## src/rtl/mux4_rr_scheduler.sv

```systemverilog


module mux4_rr_scheduler #(
    parameter int unsigned DWELL_CYCLES = 4
) (
    input  logic       clk,
    input  logic       rst,
    input  logic [3:0] req,
    input  logic       lock,
    output logic       s1,
    output logic       s0,
    output logic [3:0] grant,
    output logic       valid
);

    localparam logic [7:0] DWELL_MAX = 8'(DWELL_CYCLES);

    typedef enum logic [1:0] {
        ST_IDLE   = 2'd0,
        ST_GRANT  = 2'd1,
        ST_SWITCH = 2'd2
    } state_t;

    state_t     state_q, state_d;
    logic [3:0] grant_q, grant_d;
    logic       valid_q, valid_d;
    logic [1:0] sel_q,   sel_d;
    logic [1:0] last_q,  last_d;
    logic [7:0] dwell_cnt_q, dwell_cnt_d;

    logic       win_vld;
    logic [1:0] win_idx;
    logic [1:0] cand;
    logic       own_req;
    logic       other_req;
    logic       dwell_done;

    // Round-robin search: last+1, last+2, last+3, then last itself, so the
    // previous owner only wins again when nobody else is asking.
    always_comb begin
        win_vld = 1'b0;
        win_idx = last_q;
        cand    = last_q;
        for (int i = 1; i <= 4; i++) begin
            cand = last_q + 2'(i);
            if (!win_vld && req[cand]) begin
                win_vld = 1'b1;
                win_idx = cand;
            end
        end
    end

    // The one-hot grant register identifies the owner while in GRANT.
    always_comb begin
        own_req    = |(req & grant_q);
        other_req  = |(req & ~grant_q);
        dwell_done = (dwell_cnt_q >= DWELL_MAX);
    end

    // Next-state and registered-output computation; select lines only move
    // when a new grant is taken, so they are stable whenever valid is high.
    always_comb begin
        state_d     = state_q;
        grant_d     = grant_q;
        valid_d     = valid_q;
        sel_d       = sel_q;
        last_d      = last_q;
        dwell_cnt_d = dwell_cnt_q;

        case (state_q)
            ST_IDLE: begin
                if (win_vld) begin
                    state_d     = ST_GRANT;
                    grant_d     = 4'(1) << win_idx;
                    valid_d     = 1'b1;
                    sel_d       = win_idx;
                    last_d      = win_idx;
                    dwell_cnt_d = 8'd1;
                end
            end

            ST_GRANT: begin
                if (!dwell_done) begin
                    // Grant is held through the dwell even if the owner drops req.
                    dwell_cnt_d = dwell_cnt_q + 8'd1;
                end else if (!own_req || (other_req && !lock)) begin
                    state_d     = ST_SWITCH;
                    grant_d     = 4'b0000;
                    valid_d     = 1'b0;
                    dwell_cnt_d = 8'd0;
                end
                // Otherwise keep the grant with the counter left saturated.
            end

            ST_SWITCH: begin
                // Blank cycle: sel keeps the previous owner, lock is ignored.
                if (win_vld) begin
                    state_d     = ST_GRANT;
                    grant_d     = 4'(1) << win_idx;
                    valid_d     = 1'b1;
                    sel_d       = win_idx;
                    last_d      = win_idx;
                    dwell_cnt_d = 8'd1;
                end else begin
                    state_d = ST_IDLE;
                end
            end

            default: begin
                state_d     = ST_IDLE;
                grant_d     = 4'b0000;
                valid_d     = 1'b0;
                dwell_cnt_d = 8'd0;
            end
        endcase
    end

    // State and output registers; last resets to 3 so the first search starts at 0.
    always_ff @(posedge clk or negedge rst) begin
        if (!rst) begin
            state_q     <= ST_IDLE;
            grant_q     <= 4'b0000;
            valid_q     <= 1'b0;
            sel_q       <= 2'd0;
            last_q      <= 2'd3;
            dwell_cnt_q <= 8'd0;
        end else begin
            state_q     <= state_d;
            grant_q     <= grant_d;
            valid_q     <= valid_d;
            sel_q       <= sel_d;
            last_q      <= last_d;
            dwell_cnt_q <= dwell_cnt_d;
        end
    end

    assign grant = grant_q;
    assign valid = valid_q;
    assign s1    = sel_q[1];
    assign s0    = sel_q[0];

endmodule

```

## config.mk

```make
export PLATFORM = sky130hd
export DESIGN_NAME = mux4_rr_scheduler
export DESIGN_NICKNAME = d
export VERILOG_FILES = /design/src/rtl/mux4_rr_scheduler.sv
export SDC_FILE = /design/constraint.sdc
export NUM_CORES = 1
export LEC_CHECK = 0
export ABC_AREA = 1
export CAP_MARGIN = 20
export CORE_UTILIZATION = 26
export CTS_BUF_LIST = sky130_fd_sc_hd__clkbuf_16
export DETAILED_ROUTE_END_ITERATION = 8
export HOLD_SLACK_MARGIN = 0.02
export PLACE_DENSITY = 0.49
export SYNTH_ARGS = -nofsm -noshare
export SYNTH_HDL_FRONTEND = slang
export SYNTH_SLANG_ARGS = --single-unit
```

## constraint.sdc

```tcl
create_clock -name clk -period 2.1 [get_ports clk]
set_input_delay 0.21 -clock clk [delete_from_list [all_inputs] [get_ports clk]]
set_output_delay 0.21 -clock clk [all_outputs]
set_load 0.02 [all_outputs]
```

# Word-level counts from Yosys, hierarchy flattened
# Index checks and enable logic that the tools add are counted.
word_totals:
  romBits: 0
  latch_bits: 0
  ram_bits: 0
  mem_count: 0
  out_inout_bits: 7
  ff_bits: 19
op_classes:
  n_mux: 33
  n_eq_ne: 7
  mul: 0
  n_reduce_logical: 18
  magnitude_cmp: 5
  add_sub_neg: 4
  bitwise_logic: 3
  shifts: 1
  div_mod_pow: 0
op_table:
  columns: ["op", "count"]
  rows:
  - ["2-to-1 mux 8 bit", 3]
  - ["case mux 8 bit (2 select lines)", 1]
  - ["2-to-1 mux 2 bit", 7]
  - ["< comparator 2 x 3 -> 1 bit (second input constant)", 4]
  - ["2-to-1 mux 1 bit", 12]
  - ["2-to-1 mux 4 bit", 3]
  - ["adder 8 x 1 -> 8 bit (second input constant)", 1]
  - ["AND 4 bit", 2]
  - ["binary-select mux 1 bit (select 2 bit)", 4]
  - ["greater-or-equal comparator 8 x 3 -> 1 bit (second input constant)", 1]
  - ["case mux 4 bit (2 select lines)", 1]
  - ["OR reduction 4 bit", 2]
  - ["!= test 2 bit (second input constant)", 3]
  - ["case mux 2 bit (3 select lines)", 1]
  - ["AND reduction 3 bit", 2]
  - ["zero test 1 bit", 5]
  - ["adder 2 bit (second input constant)", 2]
  - ["logical AND 1 bit", 4]
  - ["NOT 4 bit", 1]
  - ["AND reduction 2 bit", 2]
  - ["left shift 1 x 2 -> 4 bit (first input constant)", 1]
  - ["!= test 3 bit (second input constant)", 1]
  - ["adder 2 x 1 -> 2 bit (second input constant)", 1]
  - ["== test 2 x 1 -> 1 bit (second input constant)", 1]
  - ["other kinds (6)", 6]

# Longest topological paths before layout
logic_depth:
  word_depth: 16
  depth_mapped: 13

# Least setup slack after synthesis
# Ideal clock, no wire load.
synth_timing:
  path_kind: "flip-flop to flip-flop"
  startpoint: "reg last_q[0]"
  endpoint: "reg grant_q[1] (netlist: grant[1])"
  t_arrival_ns: 1.449
  path_buffers: 1
  setup_slack_ns: 0.528
  setup_time_ns: 0.123
  stages_incl_launch_ff: 13
  path_cell_list: "dfstp_2 > buf_6 > inv_8 > nand2_1 > nand2_2 > nand2_4 > nand2_4 > nor2_4 > nand3_1 > nand2_2 > inv_2 > nand2_1 > o21ai_1"
synth_between:
  elab_chain_cells: 16
synth_lines:
  columns: ["item", "line_no", "source"]
  rows:
  - ["start: declaration", "28", "logic [1:0] last_q, last_d;"]
  - ["start signal: assignment", "132", "last_q <= last_d;"]
  - ["adder 2 x 1 -> 2 bit", "45", "cand = last_q + 2'(i);"]
  - ["binary-select mux 1 bit (select 2 bit)", "46", "if (!win_vld && req[cand]) begin"]
  - ["2-to-1 mux 1 bit (not written as such)", "46", null]
  - ["2-to-1 mux 1 bit", "46", null]
  - ["zero test 1 bit", "46", null]
  - ["logical AND 1 bit", "46", null]
  - ["2-to-1 mux 1 bit", "46", null]
  - ["zero test 1 bit", "46", null]
  - ["logical AND 1 bit", "46", null]
  - ["2-to-1 mux 1 bit", "46", null]
  - ["zero test 1 bit", "46", null]
  - ["logical AND 1 bit", "46", null]
  - ["2-to-1 mux 2 bit", "46", null]
  - ["left shift 1 x 2 -> 4 bit", "74, 99", null]
  - ["2-to-1 mux 4 bit", "72, 97", null]
  - ["case mux 4 bit (2 select lines)", "70", "case (state_q)"]
  - ["end signal: assignment", "129", "grant_q <= grant_d;"]
  - ["end: declaration", "25", "logic [3:0] grant_q, grant_d;"]
# Parallel ways exist; a longest one is shown, timed or not. The select of a mux whose other input is x is not followed.
# A chain may end at the register's enable or synchronous reset.

# Worst setup path after layout
# Ends and elaborated chain as after synthesis.

==> flow_summary.toml <==
[final_layout]
layout.cells.non_filler = 218
design.final.nets = 178
diodes = 0
postLayoutCellArea_mm2 = 0.00136
syn_to_final_growth_pct = 24.6
layout-drive-gt1-share_pct = 12.5

[die]
design.core.area_mm2 = 0.00403
core.rowCount = 23
die_w_um = 66.9
initial_utilization_pct = 27.2
design.portCount = 14
die-height_um = 66.9
floorplan.die_area_mm2 = 0.00447

[power]
netSwitchingPower_mw = 0.986
power_frac_comb_pct = 53.3
ir_drop_mv = 0.539
int_pwr_mw = 1.15
pwr_density_cell_mw_per_mm2 = 1560
sw_frac_of_total_pct = 46.2
power_frac_seq_pct = 28.4
share_clk_of_total_power_pct = 18.3
static_leakage_power_nw = 0.681

[timing]
rsz_0062_raised_after_global_routing = "no"
min_period_over_period_pct = 89.1
drv_slew = 0
timing.final.hold_violations = 0
max-slew-margin-rel_pct = 80.3
timing.final.ws_setup_ns = 0.230
max_freq_mhz = 535
timing.clock.skew_ns = 0.000954
period_minus_slack_ns = 1.87
timing_worst_slew_pin_value_ns = 0.292
fin_setup_tns_ns = 0
finalHoldWorstSlack_ns = 0.294
setup_violations = 0

[placement]
placed_cells = 214
dp_worst_setup_slack_ns = 0.187
port_buffers = 13
dp_hpwl_um = 1900
post_placement_cell_area_mm2 = 0.00128
weighted_congestion_at_the_end_of_routability_driven_global_placement = 0.931

[clocking]
clk_latency_ns = 0.25
hold_buf_count_cts = 0
post_cts_setup_buffer_count = 0
ctsLongestPathBuffers = 2
cts.clk_slew.worst_paths_ns = 0.05
ctsResizeCount = 0
clock_sink_count = 19
cts-htree-levels = 1
cts_root_cell = "clkbuf_16"
clock_tree_from_tritoncts = "yes"
cts-buffers-inserted = 3

[synthesis]
seq_area_frac_synth_pct = 43.7
post_synth.cell_area_avg_um2 = 7.25
synth.lib_cells_used.distinct = 22
mappedNetlistNets = 160
postSynthRegisterBits = 19
area_of_the_mapped_netlist_mm2 = 0.00109
synth_warnings = 0
syn-instance-count = 151

[global_route]
pin_count_of_the_biggest_net_entering_global_routing = 20
grt_pass1_wl_um = 4510
grt_overflow = 0
grt_use_total_pct = 13.5
first_global_vias = 974
antenna_found_initial = 0

[worst_hold_path]
class_of_the_tightest_hold_or_removal_check = "in -> async"

[route]
route.final.wire_length_um = 2490
dr_vias = 991
dr.pass1.iters = 4
drt.antenna.violating_nets = 0
drtIter0Drc = 65
route.detailed.drc = 0
wl_per_cell_um = 11.4
drt-vias-per-instance = 4.55

[critical_path]
startpoint_of_the_worst_register_to_register_path = "last_q[0]"
worstPathRequired_ns = 2.23
critPathArrivalTime_ns = 2.00
worst-r2r-setup-slack_ns = 0.23
worst-r2r-cell-count = 9
worstSetupEndpointType = "flop"
cp_max_fo = 10
setup.worst_path.start_class = "flop"
regToRegEndpoint = "grant[1]"
crit_type = "reg -> reg"

[run_status]
run_status = "finished, final reports clean"

[job]
timing.max_cap.violations = 0
## registers in the layout, indices dropped and copies added, names as in the netlist
name and count:
dwell_cnt_q 8, grant 4, last_q 2, sel_q 2
state_q 2, valid 1
## cell usage after synthesis, drive strengths merged
cell type	instances	area share, %
a31oi	1	0.57
o21bai	1	0.69
o21ai	9	4.1
nand3	11	5.0
ha	2	2.3
dfrtp	17	39
nand2	67	26
inv	20	7.5
and2	1	0.57
nor2	11	4.5
buf	1	1.0
o22ai	1	0.57
a21oi	4	1.8
dfstp	2	4.8
or2	1	0.57
nand4	2	1.1
## power groups by stage
stage	sequential (mW)	clock [mW]	combinational [mW]
after floorplan	0.625	0	0.809
after global placement	0.608	0	1.12
after detailed placement	0.611	0	1.13
after CTS	0.607	0.402	1.14
after global routing	0.624	0.421	1.30
final	0.606	0.390	1.14
## final cells by class
| type | instances | area [um^2] |
|---|---|---|
| Fill cell | 458 | 2670 |
| Multi-Input combinational cell | 111 | 523 |
| Sequential cell | 19 | 478 |
| Timing Repair Buffer | 14 | 138 |
| Inverter | 20 | 82.6 |
| Clock buffer | 3 | 75.1 |
| Tap cell | 50 | 62.6 |
| Clock inverter | 1 | 5.00 |
## through the flow
stage | util (%) | total power [mW]
3_5_place_dp | 31.9 | 1.75
3_3_place_gp | 31.9 | 1.73
6_report | 33.9 | 2.13
2_1_floorplan | - | 1.43
5_1_grt | 33.9 | 2.34
4_1_cts | 33.9 | 2.15
## layer usage
metal  GRT usage, %  vias up  part of all wire (%)
met3           1.20        4                   1.8
met2           20.1       16                    45
met1           19.4      466                    52
met4           6.38        0                   1.8
met5              0        -                     0
li1               -      505                     -
## worst max path at each step
stage | startpoint | end | slack, ns | depth (start not counted)
2_1_floorplan | last_q[0] | grant[1] | 0.53 | 12
3_3_place_gp | req[3] | grant[1] | 0.18 | 9
3_5_place_dp | req[0] | grant[1] | 0.19 | 11
4_1_cts | last_q[0] | grant[1] | 0.22 | 11
5_1_grt | last_q[0] | grant[1] | 0.01 | 9
6_report | last_q[0] | grant[1] | 0.23 | 9
## layout by cell type (no fill, tap or decap), drive strengths merged
master	n
nand4	2
and2	1
nand3	11
dfstp	2
o22ai	1
or2	1
o21ai	9
o21bai	1
buf	1
nand2	67
clkinv	1
clkbuf	3
a31oi	1
a21oi	4
inv	20
clkdlybuf4s50	13
ha	2
dfrtp	17
nor2	11
## cell families after synthesis
| group | after synthesis | synth area share, % |
|---|---|---|
| compound gates | 16 | 7.77 |
| fa+ha+maj | 2 | 2.29 |
| flops | 19 | 43.7 |
| buf+inv | 21 | 8.57 |
| simple gates | 93 | 37.7 |
## critical path, cell delays in order, from the launching register on
cell and delay, ns:
dfstp_2 0.67, inv_8 0.07, nand2_1 0.08, nand2_2 0.10, o21ai_0 0.25, nand3_1 0.13, nand2_2 0.16, inv_2 0.08
nand2_1 0.13, o21ai_1 0.08
Power figures use the tool's default switching activity.
